[src/rtl/srm_dma_arb_pkg.sv]
// Shared definitions for the save-RAM copy engine: state encoding, RAM
// geometry and the engine-to-memory address mapping.
package srm_dma_arb_pkg;

  // The copy window covers PRG banks 0 and 1: 2 x 8 KB of PRG-RAM.
  localparam int RAM_BYTES = 16384;
  localparam int PTR_W     = $clog2(RAM_BYTES);
  localparam int LEN_W     = PTR_W + 1;
  localparam int BANK_BIT  = 13;
  localparam int ADDR_W    = 17;

  localparam logic DIR_DUMP    = 1'b0;
  localparam logic DIR_RESTORE = 1'b1;

  // Engine sequencer states.
  typedef enum logic [2:0] {
    ST_IDLE   = 3'd0,
    ST_WAIT   = 3'd1,
    ST_ACCESS = 3'd2,
    ST_XFER   = 3'd3,
    ST_DONE   = 3'd4
  } dma_state_t;

  // Stream handshakes (dat_out_*, dat_in_*): a byte moves on a rising clock
  // edge where valid and ready are both high. A raised valid holds, with its
  // data stable, until that edge. dat_in_rdy is only raised in the cycle the
  // engine starts a restore access, so it may depend on dat_in_vld.

  // Engine offset to PRG memory address: bit 13 picks bank 1, the upper
  // three address bits are always zero for banks 0-1.
  function automatic logic [ADDR_W-1:0] ram_addr(input logic [PTR_W-1:0] ptr);
    return {3'b000, ptr[BANK_BIT], ptr[BANK_BIT-1:0]};
  endfunction

endpackage

[src/rtl/srm_dma_arb_if.sv]
// Bus bundle between the mapper/host side and the PRG-RAM arbiter.
interface srm_dma_arb_if;
  import srm_dma_arb_pkg::*;

  // Mapper PRG side
  logic [ADDR_W-1:0] cpu_addr;
  logic              cpu_ce;
  logic              cpu_oe;
  logic              cpu_we;
  logic [7:0]        cpu_din;
  // Physical PRG memory side
  logic [ADDR_W-1:0] mem_addr;
  logic              mem_ce;
  logic              mem_oe;
  logic              mem_we;
  logic [7:0]        mem_dout;
  logic [7:0]        mem_din;
  // Host command / status
  logic              cmd_start;
  logic              cmd_dir;
  logic [PTR_W-1:0]  cmd_base;
  logic [LEN_W-1:0]  cmd_len;
  logic              busy;
  logic              done;
  logic [15:0]       retry_cnt;
  // Dump and restore streams
  logic [7:0]        dat_out;
  logic              dat_out_vld;
  logic              dat_out_rdy;
  logic [7:0]        dat_in;
  logic              dat_in_vld;
  logic              dat_in_rdy;
  // Sequencer state, for observation
  dma_state_t        state;

  modport slave (
    input  cpu_addr, cpu_ce, cpu_oe, cpu_we, cpu_din, mem_din,
    input  cmd_start, cmd_dir, cmd_base, cmd_len, dat_out_rdy, dat_in, dat_in_vld,
    output mem_addr, mem_ce, mem_oe, mem_we, mem_dout,
    output busy, done, retry_cnt, dat_out, dat_out_vld, dat_in_rdy, state
  );

  modport master (
    output cpu_addr, cpu_ce, cpu_oe, cpu_we, cpu_din, mem_din,
    output cmd_start, cmd_dir, cmd_base, cmd_len, dat_out_rdy, dat_in, dat_in_vld,
    input  mem_addr, mem_ce, mem_oe, mem_we, mem_dout,
    input  busy, done, retry_cnt, dat_out, dat_out_vld, dat_in_rdy, state
  );

endinterface

[src/rtl/srm_dma_arb_m2_win_sync.sv]
// Brings raw CPU M2 into the clk domain and times the M2-low window that
// the copy engine is allowed to use.
module m2_win_sync #(
  parameter int WIN_W = 4
) (
  input  logic             clk,
  input  logic             rst_n,
  input  logic             m2,
  output logic             m2_s,
  output logic             m2_fall,
  output logic             m2_rise,
  output logic [WIN_W-1:0] win
);

  logic m2_meta;
  logic m2_s_d;

  // Two-flop synchronizer plus one delay stage for edge detection; idles
  // high so reset never fakes a window.
  always_ff @(posedge clk or negedge rst_n) begin
    if (!rst_n) begin
      m2_meta <= 1'b1;
      m2_s    <= 1'b1;
      m2_s_d  <= 1'b1;
    end else begin
      m2_meta <= m2;
      m2_s    <= m2_meta;
      m2_s_d  <= m2_s;
    end
  end

  // Window offset: zero in the first synchronized-low clock, then counts up
  // and saturates while M2 stays low.
  always_ff @(posedge clk or negedge rst_n) begin
    if (!rst_n) begin
      win <= '0;
    end else if (m2_s && !m2_meta) begin
      win <= '0;
    end else if (!m2_s && (win != '1)) begin
      win <= win + WIN_W'(1);
    end
  end

  assign m2_fall = m2_s_d & ~m2_s;
  assign m2_rise = ~m2_s_d & m2_s;

endmodule

[src/rtl/srm_dma_arb.sv]
// PRG-RAM port arbiter: the CPU owns the port except for engine accesses
// squeezed into M2-low windows, which dump or restore a range of the 16 KB
// save RAM one byte per window.
module srm_dma_arb
  import srm_dma_arb_pkg::*;
#(
  parameter int ACC_CYC = 4,
  parameter int GUARD   = 2,
  parameter int WIN_MAX = 12
) (
  input  logic         clk,
  input  logic         rst_n,
  input  logic         m2,
  srm_dma_arb_if.slave bus
);

  localparam int WIN_W = $clog2(WIN_MAX + 2);
  localparam int CNT_W = $clog2(ACC_CYC + 1);
  localparam logic [WIN_W-1:0] GUARD_W   = WIN_W'(GUARD);
  localparam logic [WIN_W-1:0] WIN_MAX_W = WIN_W'(WIN_MAX);
  localparam logic [CNT_W-1:0] ACC_LAST  = CNT_W'(ACC_CYC - 1);

  logic             m2_s;
  logic             m2_fall;
  logic             m2_rise;
  logic [WIN_W-1:0] win;

  dma_state_t       state;
  dma_state_t       state_nx;
  logic [PTR_W-1:0] ptr;
  logic [LEN_W-1:0] rem;
  logic             dir;
  logic [CNT_W-1:0] acc_cnt;
  logic             acc_done;
  logic [7:0]       hold_byte;
  logic             hold_vld;
  logic [7:0]       out_byte;
  logic             out_vld;
  logic             done_seen;
  logic [15:0]      retry_q;

  logic             acc_last;
  logic             data_ok;
  logic             start_ok;
  logic             take_in;
  logic             done_o;
  logic             eng_on;

  m2_win_sync #(.WIN_W(WIN_W)) u_sync (
    .clk     (clk),
    .rst_n   (rst_n),
    .m2      (m2),
    .m2_s    (m2_s),
    .m2_fall (m2_fall),
    .m2_rise (m2_rise),
    .win     (win)
  );

  assign acc_last = (acc_cnt == ACC_LAST);
  assign data_ok  = dir ? (hold_vld || bus.dat_in_vld) : !out_vld;
  assign start_ok = !m2_s && (win >= GUARD_W) && (win <= WIN_MAX_W) && !acc_done && data_ok;

  // Sequencer state register.
  always_ff @(posedge clk or negedge rst_n) begin
    if (!rst_n) state <= ST_IDLE;
    else        state <= state_nx;
  end

  // Next state, restore-byte acceptance and done pulse.
  always_comb begin
    state_nx = state;
    take_in  = 1'b0;
    done_o   = 1'b0;
    case (state)
      ST_IDLE:   if (bus.cmd_start) state_nx = ST_WAIT;
      ST_WAIT: begin
        if (start_ok) begin
          state_nx = ST_ACCESS;
          take_in  = dir && !hold_vld;
        end
      end
      ST_ACCESS: begin
        if (m2_rise)       state_nx = ST_WAIT;
        else if (acc_last) state_nx = ST_XFER;
      end
      ST_XFER:   state_nx = (rem == LEN_W'(1)) ? ST_DONE : ST_WAIT;
      ST_DONE: begin
        done_o = !done_seen;
        if (!out_vld) state_nx = ST_IDLE;
      end
      default:   state_nx = ST_IDLE;
    endcase
  end

  // Transfer bookkeeping: command latch, access timing, data registers and
  // the abort counter.
  always_ff @(posedge clk or negedge rst_n) begin
    if (!rst_n) begin
      ptr       <= '0;
      rem       <= '0;
      dir       <= DIR_DUMP;
      acc_cnt   <= '0;
      acc_done  <= 1'b0;
      hold_byte <= '0;
      hold_vld  <= 1'b0;
      out_byte  <= '0;
      out_vld   <= 1'b0;
      done_seen <= 1'b0;
      retry_q   <= '0;
    end else begin
      done_seen <= (state == ST_DONE);
      acc_cnt   <= (state == ST_ACCESS && !acc_last) ? acc_cnt + CNT_W'(1) : '0;

      if (m2_fall) acc_done <= 1'b0;
      else if (state == ST_ACCESS && acc_last && !m2_rise) acc_done <= 1'b1;

      if (out_vld && bus.dat_out_rdy) out_vld <= 1'b0;

      if (state == ST_IDLE && bus.cmd_start) begin
        dir      <= bus.cmd_dir;
        ptr      <= bus.cmd_base;
        rem      <= (bus.cmd_len == '0) ? LEN_W'(1) : bus.cmd_len;
        hold_vld <= 1'b0;
      end

      if (take_in) begin
        hold_byte <= bus.dat_in;
        hold_vld  <= 1'b1;
      end

      // An aborted access keeps ptr and any held restore byte for the retry.
      if (state == ST_ACCESS && m2_rise) begin
        if (retry_q != 16'hFFFF) retry_q <= retry_q + 16'd1;
      end else if (state == ST_ACCESS && acc_last && dir == DIR_DUMP) begin
        out_byte <= bus.mem_din;
        out_vld  <= 1'b1;
      end

      if (state == ST_XFER) begin
        ptr      <= ptr + PTR_W'(1);
        rem      <= rem - LEN_W'(1);
        hold_vld <= 1'b0;
      end
    end
  end

  assign eng_on = (state == ST_ACCESS) && !m2_s;

  // Memory port mux: the CPU path wins whenever the engine is not mid-access
  // inside a low M2 window.
  always_comb begin
    bus.mem_addr = bus.cpu_addr;
    bus.mem_ce   = bus.cpu_ce;
    bus.mem_oe   = bus.cpu_oe;
    bus.mem_we   = bus.cpu_we;
    bus.mem_dout = bus.cpu_din;
    if (eng_on) begin
      bus.mem_addr = ram_addr(ptr);
      bus.mem_ce   = 1'b1;
      bus.mem_oe   = (dir == DIR_DUMP);
      bus.mem_we   = (dir == DIR_RESTORE);
      bus.mem_dout = hold_byte;
    end
  end

  assign bus.busy        = (state != ST_IDLE);
  assign bus.done        = done_o;
  assign bus.dat_out     = out_byte;
  assign bus.dat_out_vld = out_vld;
  assign bus.dat_in_rdy  = take_in;
  assign bus.retry_cnt   = retry_q;
  assign bus.state       = state;

endmodule

[src/flat_wrapper.sv]
// flat-port wrapper written by rule: the top's interface ports become plain ports
module srm_dma_arb_flat import srm_dma_arb_pkg::*;
#(
  parameter int ACC_CYC = 4,
  parameter int GUARD   = 2,
  parameter int WIN_MAX = 12
)
  (clk, rst_n, m2, bus_cpu_addr, bus_cpu_ce, bus_cpu_oe, bus_cpu_we, bus_cpu_din, bus_mem_din, bus_cmd_start, bus_cmd_dir, bus_cmd_base, bus_cmd_len, bus_dat_out_rdy, bus_dat_in, bus_dat_in_vld, bus_mem_addr, bus_mem_ce, bus_mem_oe, bus_mem_we, bus_mem_dout, bus_busy, bus_done, bus_retry_cnt, bus_dat_out, bus_dat_out_vld, bus_dat_in_rdy, bus_state);
  srm_dma_arb_if bus_i ();
  input  logic clk;
  input  logic rst_n;
  input  logic m2;
  input wire logic [$bits(bus_i.cpu_addr)-1:0] bus_cpu_addr;
  input wire logic [$bits(bus_i.cpu_ce)-1:0] bus_cpu_ce;
  input wire logic [$bits(bus_i.cpu_oe)-1:0] bus_cpu_oe;
  input wire logic [$bits(bus_i.cpu_we)-1:0] bus_cpu_we;
  input wire logic [$bits(bus_i.cpu_din)-1:0] bus_cpu_din;
  input wire logic [$bits(bus_i.mem_din)-1:0] bus_mem_din;
  input wire logic [$bits(bus_i.cmd_start)-1:0] bus_cmd_start;
  input wire logic [$bits(bus_i.cmd_dir)-1:0] bus_cmd_dir;
  input wire logic [$bits(bus_i.cmd_base)-1:0] bus_cmd_base;
  input wire logic [$bits(bus_i.cmd_len)-1:0] bus_cmd_len;
  input wire logic [$bits(bus_i.dat_out_rdy)-1:0] bus_dat_out_rdy;
  input wire logic [$bits(bus_i.dat_in)-1:0] bus_dat_in;
  input wire logic [$bits(bus_i.dat_in_vld)-1:0] bus_dat_in_vld;
  output wire logic [$bits(bus_i.mem_addr)-1:0] bus_mem_addr;
  output wire logic [$bits(bus_i.mem_ce)-1:0] bus_mem_ce;
  output wire logic [$bits(bus_i.mem_oe)-1:0] bus_mem_oe;
  output wire logic [$bits(bus_i.mem_we)-1:0] bus_mem_we;
  output wire logic [$bits(bus_i.mem_dout)-1:0] bus_mem_dout;
  output wire logic [$bits(bus_i.busy)-1:0] bus_busy;
  output wire logic [$bits(bus_i.done)-1:0] bus_done;
  output wire logic [$bits(bus_i.retry_cnt)-1:0] bus_retry_cnt;
  output wire logic [$bits(bus_i.dat_out)-1:0] bus_dat_out;
  output wire logic [$bits(bus_i.dat_out_vld)-1:0] bus_dat_out_vld;
  output wire logic [$bits(bus_i.dat_in_rdy)-1:0] bus_dat_in_rdy;
  output wire logic [$bits(bus_i.state)-1:0] bus_state;
  assign bus_i.cpu_addr = bus_cpu_addr;
  assign bus_i.cpu_ce = bus_cpu_ce;
  assign bus_i.cpu_oe = bus_cpu_oe;
  assign bus_i.cpu_we = bus_cpu_we;
  assign bus_i.cpu_din = bus_cpu_din;
  assign bus_i.mem_din = bus_mem_din;
  assign bus_i.cmd_start = bus_cmd_start;
  assign bus_i.cmd_dir = bus_cmd_dir;
  assign bus_i.cmd_base = bus_cmd_base;
  assign bus_i.cmd_len = bus_cmd_len;
  assign bus_i.dat_out_rdy = bus_dat_out_rdy;
  assign bus_i.dat_in = bus_dat_in;
  assign bus_i.dat_in_vld = bus_dat_in_vld;
  assign bus_mem_addr = bus_i.mem_addr;
  assign bus_mem_ce = bus_i.mem_ce;
  assign bus_mem_oe = bus_i.mem_oe;
  assign bus_mem_we = bus_i.mem_we;
  assign bus_mem_dout = bus_i.mem_dout;
  assign bus_busy = bus_i.busy;
  assign bus_done = bus_i.done;
  assign bus_retry_cnt = bus_i.retry_cnt;
  assign bus_dat_out = bus_i.dat_out;
  assign bus_dat_out_vld = bus_i.dat_out_vld;
  assign bus_dat_in_rdy = bus_i.dat_in_rdy;
  assign bus_state = bus_i.state;
  srm_dma_arb #(.ACC_CYC(ACC_CYC), .GUARD(GUARD), .WIN_MAX(WIN_MAX)) u_core (.clk(clk), .rst_n(rst_n), .m2(m2), .bus(bus_i));
endmodule
[config.mk]
export PLATFORM = sky130hd
export DESIGN_NAME = srm_dma_arb_flat
export DESIGN_NICKNAME = d
export VERILOG_FILES = /design/src/rtl/srm_dma_arb_pkg.sv /design/src/rtl/srm_dma_arb_if.sv /design/src/rtl/srm_dma_arb_m2_win_sync.sv /design/src/rtl/srm_dma_arb.sv /design/src/flat_wrapper.sv
export SDC_FILE = /design/constraint.sdc
export NUM_CORES = 1
export LEC_CHECK = 0
export ABC_AREA = 1
export CORE_MARGIN = 2
export CORE_UTILIZATION = 64
export DETAILED_ROUTE_END_ITERATION = 7
export DONT_BUFFER_PORTS = 1
export PLACE_DENSITY = 0.8
export SYNTH_ARGS = -nofsm -noshare
export SYNTH_HDL_FRONTEND = slang
export SYNTH_HIERARCHICAL = 1
export SYNTH_SLANG_ARGS = --single-unit
export TNS_END_PERCENT = 20
[constraint.sdc]
create_clock -name clk -period 1.9 [get_ports clk]
set_clock_uncertainty 0.05 [all_clocks]
set_input_delay 0.38 -clock clk [delete_from_list [all_inputs] [get_ports clk]]
set_output_delay 0.38 -clock clk [all_outputs]
set_load 0.02 [all_outputs]
==> metrics.txt <==
GRT Resource Usage Total 31.18%; worst setup margin -0.2348 ns; number of diodes 0; failing checks negative hold slack, negative setup slack; most frequent cells in the layout nand2_1, dfrtp_1, nor2_1, inv_1, nand3_1; dpl ws 0.007293 ns; latest clock arrival within the worst-skew pair approximately 0.35 ns; DR WL/cell 14.60 um; share of cells above drive strength 1 15.15%; Final Util 76.75%; Synth cell types 36; Syn-to-layout area delta 15.79%; Seq/Total Area, Yosys between 40% and 50%; outcome complete, but fails checks; CTS H-tree lvls 3; Via density between 5 and 6; full die area 8264 um2; Adder-Cell Fraction of Synth Area 1.812%; Arr. time, crit path 1.70 ns; GP Congestion ~0.9; total vias in the final route 4,709; port bufs 0; largest family of logic cells by synthesized area simple AND/OR/NAND/NOR gates; hold buffers post-CTS 1; XOR/XNOR Fraction of Synth Area 2.174%; final wirelength ~13 mm; FILL cells 565; Setup crit start kind flip-flop; Nets 841; Worst Path Required roughly 1.5 ns; most frequent cell on the critical path nor2_4; multi-input logic area 2530 um2; Post-DP Area about 5200 um2; P_leak 2.747 nW; post-synthesis mux area share 0%; Syn Area/Cell 6.788 um2; Post-DP HPWL 8.756 mm; CTS sink cnt ~80; post-synthesis compound-gate area fraction under 10%; Fin. Hold Viols slightly below 80; highest fanout seen on the critical path 6; DIE WIDTH between 90 and 100 um; Achievable Freq roughly 470 MHz; WHS -0.3432 ns; largest net degree at the start of global routing 80; Critical Path Max Stage Delay 0.44 ns; Antenna Nets Post-Route 0; worst setup path class reg -> out; first-pass GRT wire length between 20 and 25 mm; Worst-Margin Slew 0.5019 ns; Ports around 140; Power, Total 7.725 mW; Slew Viols, Final 0; cts bufs inserted 9; top cell type's share of synthesized area 39.35%; crit path capture type output pin; root buf cell clkbuf_8; Clock Path Buffers 2; Core Area 7292 um2; CTS tree yes; maximum vdd ir drop 852.7 uV; Max Cap Viol 0; yosys warns 6; Syn Std Cell Area between 4000 and 5000 um2; Slew headroom between 60% and 70%; Tmin final around 2.1 ns; ordered list of cells on the worst path nor2_4, inv_2, nor2_4, inv_2, nor2_4, buf_12, buf_4, nand2_1, nand2_2; simple-gate share of the synthesized area 39.06%; Post-Synthesis Cells 712; crit share post-route 112.4%; final instance area 5597 um2; synth top area cells dfrtp_1, nand2_1, nor2_1; Syn Nets 799; pwr/cell area roughly 1400 nW/um2; RSZ-0062 raised after global routing true; row count 31; register bit total from synthesis 79; starting density of the core around two thirds; Slowest cell on crit path dfrtp_1; final setup violation count 29; DR pass1 iterations 5; most common cell after layout, fill and taps aside nand2_1; grt total ovfl 0; post-synth top area cell dfrtp_1; Worst Hold Class in -> async; Worst-path clk slew approximately 0.090 ns; initial DRC count 241; die height slightly above 90 um; Remaining DRCs 0; FF/Latch Area 1981 um2; vias in the first global route 4,630; initial antenna violation count 0
[power breakdown]
group / total [mW] / switching (mW) / internal (mW)
sequential: 2.76 / 0.534 / 2.22
combinational: 3.43 / 2.21 / 1.22
clock: 1.54 / 0.659 / 0.877
total: 7.73 / 3.40 / 4.32
[timing repair]
| action | CTS | global route |
|---|---|---|
| buffers inserted | 2 | 0 |
| resized for setup | 29 | 11 |
| pin swaps | 3 | 3 |
| endpoints found under the hold margin | 80 | 79 |
| cloned | 2 | 0 |
| setup endpoints to repair | 29 | 30 |
[cell type report]
cell class	count	area share, %
well taps	99	2.213
multi-input cells	541	45.20
repair buffers	48	7.422
clock buffers	9	2.213
inverters	74	5.231
repair inverters	1	0.1565
flip-flops and latches	79	35.39
clock inverters	7	2.169
[layer usage]
layer	GRT usage, %	share of wire, %	wire (um)
met5	0	0	0
met4	10.86	1.6	206
met3	6.761	5.8	723
met2	55.16	52	6504
met1	37.58	41	5095
[logic make-up after synthesis]
logic type / count (synthesis)
and+or+nand+nor: 453
DFF: 79
buffers and inverters: 92
AOI/OAI and AO/OA: 69
xor gates and xnor gates: 12
adders and majority gates: 7
[through the flow]
step | cells | setup TNS, ns
4_1_cts | 858 | -6.579
5_1_grt | 858 | -7.974
2_1_floorplan | 712 | -1.075
3_3_place_gp | 837 | 0
6_report | 858 | -5.743
3_5_place_dp | 837 | 0
[cell usage after synthesis]
| master | number |
|---|---|
| a21oi_1 | 4 |
| a31oi_1 | 1 |
| and2_1 | 2 |
| buf_2 | 8 |
| buf_4 | 3 |
| buf_6 | 4 |
| clkbuf_1 | 3 |
| dfrtp_1 | 76 |
| dfstp_2 | 3 |
| ha_1 | 7 |
| inv_1 | 64 |
| inv_2 | 10 |
| nand2_1 | 295 |
| nand2_2 | 1 |
| nand2_4 | 1 |
| nand3_1 | 50 |
| nand3_2 | 3 |
| nand3b_1 | 3 |
| nand4_1 | 8 |
| nor2_1 | 74 |
| nor2_2 | 3 |
| nor2_4 | 4 |
| nor3_1 | 5 |
| nor3_2 | 1 |
| nor4_1 | 1 |
| o211ai_1 | 6 |
| o21a_1 | 1 |
| o21ai_0 | 51 |
| o21ai_1 | 1 |
| o21bai_1 | 2 |
| o221ai_1 | 1 |
| o22ai_1 | 2 |
| or2_2 | 1 |
| or2_4 | 1 |
| xnor2_1 | 9 |
| xor2_1 | 3 |
[final timing paths]
kind,depth (start not counted),slack [ns],startpoint,end
max,9,-0.23,u_core/bus.state[0],bus_mem_dout[4]
min,0,-0.34,rst_n,u_core/rem[0]
max reg2reg,8,0.17,u_core/u_sync/m2_s,u_core/bus.retry_cnt[13]
min reg2reg,0,0.33,u_core/u_sync/m2_meta,u_core/u_sync/m2_s
max in group asynchronous,0,1.93,rst_n,u_core/u_sync/m2_meta
min in group clk,1,0.06,bus_dat_out_rdy,u_core/bus.dat_out_vld
[registers in the layout (all words and copies together), names as in the netlist]
signal / count
u_core/acc_cnt: 3
u_core/acc_done: 1
u_core/bus.dat_out: 8
u_core/bus.dat_out_vld: 1
u_core/bus.retry_cnt: 16
u_core/bus.state: 3
u_core/dir: 1
u_core/done_seen: 1
u_core/hold_byte: 8
u_core/hold_vld: 1
u_core/ptr: 14
u_core/rem: 15
u_core/u_sync/m2_meta: 1
u_core/u_sync/m2_s: 1
u_core/u_sync/m2_s_d: 1
u_core/u_sync/win: 4
[critical path: cells and delay by family (launching register included)]
family                 cells  cell delay (ns)
buffers and inverters      4             0.41
flip-flops                 1             0.44
AND/OR/NAND/NOR            5             0.49
Note: power is estimated with default switching activity, not from simulation.
